==> src/rtl/cbus_arbiter.sv <==
// Two-master arbiter that funnels instruction fetches and data accesses onto a
// single memory port, one outstanding transaction at a time, dbus first.
module cbus_arbiter #(
  parameter int ADDR_W   = 64,
  parameter int DATA_W   = 64,
  parameter int I_DATA_W = 32
) (
  input  logic                clk,
  input  logic                reset,
  input  logic                ireq_valid,
  input  logic [ADDR_W-1:0]   ireq_addr,
  output logic                iresp_addr_ok,
  output logic                iresp_data_ok,
  output logic [I_DATA_W-1:0] iresp_data,
  input  logic                dreq_valid,
  input  logic [ADDR_W-1:0]   dreq_addr,
  input  logic [2:0]          dreq_size,
  input  logic [7:0]          dreq_strobe,
  input  logic [DATA_W-1:0]   dreq_data,
  output logic                dresp_addr_ok,
  output logic                dresp_data_ok,
  output logic [DATA_W-1:0]   dresp_data,
  output logic                mreq_valid,
  output logic                mreq_is_write,
  output logic [ADDR_W-1:0]   mreq_addr,
  output logic [2:0]          mreq_size,
  output logic [7:0]          mreq_strobe,
  output logic [DATA_W-1:0]   mreq_data,
  input  logic                mresp_ok,
  input  logic [DATA_W-1:0]   mresp_data
);

  typedef enum logic [1:0] {IDLE, BUSY_I, BUSY_D, TURN} state_t;

  state_t              r_state;
  logic [ADDR_W-1:0]   r_addr;
  logic [2:0]          r_size;
  logic [7:0]          r_strobe;
  logic [DATA_W-1:0]   r_data;

  logic w_grantD;
  logic w_grantI;
  logic w_busy;
  logic w_doneI;
  logic w_doneD;

  // Grants and completions are gated by reset so nothing is accepted or
  // reported while reset is held, even before the state register clears.
  assign w_grantD = (r_state == IDLE) && dreq_valid && !reset;
  assign w_grantI = (r_state == IDLE) && !dreq_valid && ireq_valid && !reset;
  assign w_busy   = (r_state == BUSY_I) || (r_state == BUSY_D);
  assign w_doneI  = (r_state == BUSY_I) && mresp_ok && !reset;
  assign w_doneD  = (r_state == BUSY_D) && mresp_ok && !reset;

  always_ff @(posedge clk) begin
    if (reset) begin
      r_state  <= IDLE;
      r_addr   <= '0;
      r_size   <= '0;
      r_strobe <= '0;
      r_data   <= '0;
    end else begin
      case (r_state)
        IDLE: begin
          if (w_grantD) begin
            r_state  <= BUSY_D;
            r_addr   <= dreq_addr;
            r_size   <= dreq_size;
            r_strobe <= dreq_strobe;
            r_data   <= dreq_data;
          end else if (w_grantI) begin
            r_state  <= BUSY_I;
            r_addr   <= ireq_addr;
            r_size   <= 3'b010;
            r_strobe <= '0;
            r_data   <= '0;
          end
        end
        BUSY_I, BUSY_D: begin
          if (mresp_ok) r_state <= TURN;
        end
        TURN:    r_state <= IDLE;
        default: r_state <= IDLE;
      endcase
    end
  end

  // Memory side sees only latched fields, and all-zero whenever idle.
  always_comb begin
    mreq_valid    = w_busy;
    mreq_is_write = w_busy && (r_strobe != 8'h00);
    mreq_addr     = w_busy ? r_addr   : '0;
    mreq_size     = w_busy ? r_size   : '0;
    mreq_strobe   = w_busy ? r_strobe : '0;
    mreq_data     = w_busy ? r_data   : '0;
  end

  always_comb begin
    iresp_addr_ok = w_grantI;
    dresp_addr_ok = w_grantD;
    iresp_data_ok = w_doneI;
    dresp_data_ok = w_doneD;
    iresp_data    = '0;
    dresp_data    = '0;
    if (w_doneI)
      iresp_data = r_addr[2] ? mresp_data[2*I_DATA_W-1:I_DATA_W] : mresp_data[I_DATA_W-1:0];
    if (w_doneD)
      dresp_data = mresp_data;
  end

endmodule

==> config.mk <==
export PLATFORM = sky130hd
export DESIGN_NAME = cbus_arbiter
export DESIGN_NICKNAME = d
export VERILOG_FILES = /design/src/rtl/cbus_arbiter.sv
export SDC_FILE = /design/constraint.sdc
export NUM_CORES = 1
export LEC_CHECK = 0
export BUFFER_PORTS_ARGS = -buffer_cell sky130_fd_sc_hd__buf_2
export CAP_MARGIN = 20
export CORE_AREA = 5 5 198 200
export CTS_CLUSTER_SIZE = 12
export DETAILED_ROUTE_END_ITERATION = 16
export DIE_AREA = 0 0 203 205
export GPL_TIMING_DRIVEN = 0
export PLACE_DENSITY_LB_ADDON = 0.2
export SLEW_MARGIN = 20
export SYNTH_ARGS = -nofsm -noshare
export SYNTH_HDL_FRONTEND = slang
export SYNTH_SLANG_ARGS = --single-unit
==> constraint.sdc <==
create_clock -name clk -period 1.61 [get_ports clk]
set_input_delay 0.2415 -clock clk [delete_from_list [all_inputs] [get_ports clk]]
set_output_delay 0.2415 -clock clk [all_outputs]
set_load 0.02 [all_outputs]
==> results_dict.tcl <==
set metrics [dict create \
    number_of_port_buffers 512 \
    grt_util_all_layers_pct 20.0 \
    fmaxAchievable_ghz 0.468 \
    ys_ff_latch 141 \
    hold_path.class "input port to flop" \
    synth.yosys.warnings 0 \
    clock_edge_transition_at_the_registers_on_the_reported_setup_and_hold_paths_ns 0.07 \
    net-switching-power_w 0.00826 \
    synth_top_area_share_pct 37.3 \
    final_nets 1809 \
    seqPwrFrac_pct 21.4 \
    timing.critical_path.max_delay_family "buffers and inverters" \
    syn2layout_area_growth_pct 111 \
    starting_density_of_the_core_pct 20.3 \
    worstPathCellList "inv_4 -> ha_4 -> buf_6 -> clkbuf_16 -> clkbuf_16 -> and2_4 -> buf_6" \
    synthTopCellsByArea "dfxtp_1 (37%), and2_1 (17%), a311oi_2 (9.7%)" \
    globalplace.congestion 0.958 \
    synth_fp_nets 1203 \
    core_area_um2 37200 \
    die_y_um 205 \
    asr_flop_ratio_synth_pct 0 \
    cp.buffers_inverters 5 \
    synth.avg_cell_area_um2 8.16 \
    final_clock_skew_ns 0.00620 \
    run_status "complete, but fails checks" \
    cts_hold_repair.buffers 0 \
    final_period_minus_worst_setup_slack_ns 2.14 \
    dr_total_vias 9383 \
    clock_sinks 141 \
    post_synth_inst_count 928 \
    timing.critical_path.arrival_ns 1.90 \
    die_area_um2 41600 \
    total_leakage_power_nw 7.06 \
    routed_via_density 4.60 \
    critPathMaxFanout 6 \
    drt-initial-drc-count 302 \
    synthTopCellsByCount "and2_1 (203), nor2_1 (173), dfxtp_1 (141)" \
    crit_path_largest_cell_delay_ns 0.38 \
    post_synth_instance_area_um2 7570 \
    worst_skew_pair.late_latency_ns 0.44 \
    io_pins 513 \
    synth.yosys.seq_area_share_pct 37.3 \
    setup.worst_path.end_class "output pin" \
    violations "setup timing" \
    tns_ns -125.56 \
    final.setup.worst_slack_ns -0.529 \
    htree_num_levels 4 \
    utilization_pct 42.8 \
    placementRows 71 \
    power.switching_fraction_pct 38.8 \
    combinationalPowerShare_pct 59.9 \
    detail_route.first_pass.iterations 4 \
    setup_repair_after_global_routing_missed_its_margin "yes" \
    ys.flop_type "dfxtp_1" \
    dp_hpwl_mm 32.5 \
    peakVddDrop_uv 729 \
    critical_path.slowest_cell "dfxtp_4" \
    power_per_cell_area_nw_per_um2 1340 \
    post-synth-top-count-cell "and2_1" \
    grt_max_degree 17 \
    cts.root.buffer_cell "clkbuf_16" \
    synth_edf_count 0 \
    drt-total-wl_mm 45.7 \
    synth_cell_type_count 28 \
    final_antenna_net_count 0 \
    drc_violations 0 \
    timing.final.hold_violations 0 \
    cp.required_ns 1.37 \
    drive_gt1_share_pct 68.8 \
    overflow 0 \
    number_of_antenna_violations_at_the_first_check_in_global_routing 30 \
    timing.max_cap.violations 0 \
    cp-start-kind "flop" \
    yosysTopAreaCell "dfxtp_1" \
    tightest_slew_ns 0.949 \
    pint_w 0.0130 \
    first_global_vias 9823 \
    clock_path_buffers 2 \
    finalCritPeriodShare_pct 133 \
    cts_inserted_buffers 17 \
    criticalPathCategory "flop to output pin" \
    route.detailed.wl_per_inst_um 22.4 \
    die-width_um 203 \
    setup_viol 357 \
    global_route_wire_length_before_repair_mm 62.5 \
    relSlewSlack_pct 36.8 \
    power.share.clock_pct 18.7 \
    cts_tree "done" \
    slew_violations 0 \
]
power by group through the flow:
stage / Sequential (W) / Combinational [W] / Clock, W
6_report: 0.00455 / 0.0127 / 0.00398
5_1_grt: 0.00461 / 0.0135 / 0.00424
3_3_place_gp: 0.00445 / 0.00684 / 0
3_5_place_dp: 0.00446 / 0.00687 / 0
2_1_floorplan: 0.00437 / 0.00438 / 0
4_1_cts: 0.00446 / 0.0104 / 0.00408
per-layer routing:
layer	vias to the layer above	global-route usage (%)	part of all wire, %
met3	92	7.65	7.8
li1	4367	-	-
met2	381	35.9	53
met5	-	0	0.33
met1	4519	20.2	35
met4	24	10.0	4.0
worst min-delay path, delay by kind of cell:
family / cells / cell delay (ns)
buffers and inverters: 1 / 0.08
AOI/OAI and AO/OA: 1 / 0.06
and+or+nand+nor: 1 / 0.07
cell families after synthesis:
group,share of synthesized area [%]
buffers and inverters,5.74
AND/OR/NAND/NOR,32.7
flip-flops,37.3
AO/OA/AOI/OAI,19.4
adder cells (fa/ha/maj),0.496
multiplexers,4.36
registers in the layout, summed over array words and instances, names as in the netlist:
name,count
r_addr,64
r_data,64
r_strobe,8
r_size,3
r_state,2
what timing repair did:
item,in CTS,in global routing
setup endpoints to repair,382,382
gates resized for setup,781,333
setup buffers,21,24
cloned,18,21
pin swaps,105,93
metrics by stage:
stage | hold slack, ns | power (W) | setup slack, ns | instances | instance area (um2)
floorplan | 0.400 | 0.00875 | -0.0121 | 928 | 7890
global placement | 0.470 | 0.0113 | -0.677 | 1914 | 11000
detailed placement | 0.476 | 0.0113 | -0.720 | 1914 | 11000
CTS | 0.0149 | 0.0189 | -0.576 | 1984 | 14400
global route | 0.0305 | 0.0224 | -0.590 | 2035 | 15900
finish | 0.0447 | 0.0213 | -0.529 | 2038 | 15900
cells in the final DEF (no fill, tap or decap), drive strengths merged:
cell / Yosys / final
bufinv: 0 / 1
a2bb2oi: 1 / 1
a21oi: 2 / 2
nand2b: 1 / 1
dfxtp: 141 / 141
ha: 3 / 3
o21bai: 1 / 1
buf: 29 / 616
inv: 5 / 10
diode: 0 / 17
clkinv: 0 / 4
clkbuf: 60 / 78
mux2i: 33 / 33
a311oi: 64 / 64
a22oi: 74 / 74
nand2: 128 / 128
nor2: 173 / 173
and2: 203 / 203
o22ai: 1 / 1
or2: 1 / 1
o21ai: 1 / 1
clkinvlp: 0 / 4
and4bb: 1 / 1
and3b: 1 / 1
nand3b: 2 / 2
o211ai: 1 / 1
nor4: 2 / 2
layout make-up:
| class | instances | area [um2] |
|---|---|---|
| Antenna cell | 17 | 42.5 |
| Fill cell | 3609 | 21300 |
| Inverter | 5 | 31.3 |
| Sequential cell | 141 | 2830 |
| Buffer | 84 | 1150 |
| Tap cell | 474 | 593 |
| Clock buffer | 18 | 439 |
| Timing Repair Buffer | 592 | 5210 |
| Clock inverter | 14 | 134 |
| Multi-Input combinational cell | 693 | 5510 |
final timing paths:
path | from | to | slack, ns | cells after the start
hold reg to reg | r_addr[29] | r_addr[29] | 0.50 | 2
hold / removal | dreq_data[60] | r_data[60] | 0.04 | 3
setup / recovery | r_state[1] | mreq_strobe[1] | -0.53 | 7
setup reg to reg | r_state[1] | r_addr[61] | -0.26 | 8
Note: power is estimated with default switching activity, not from simulation.
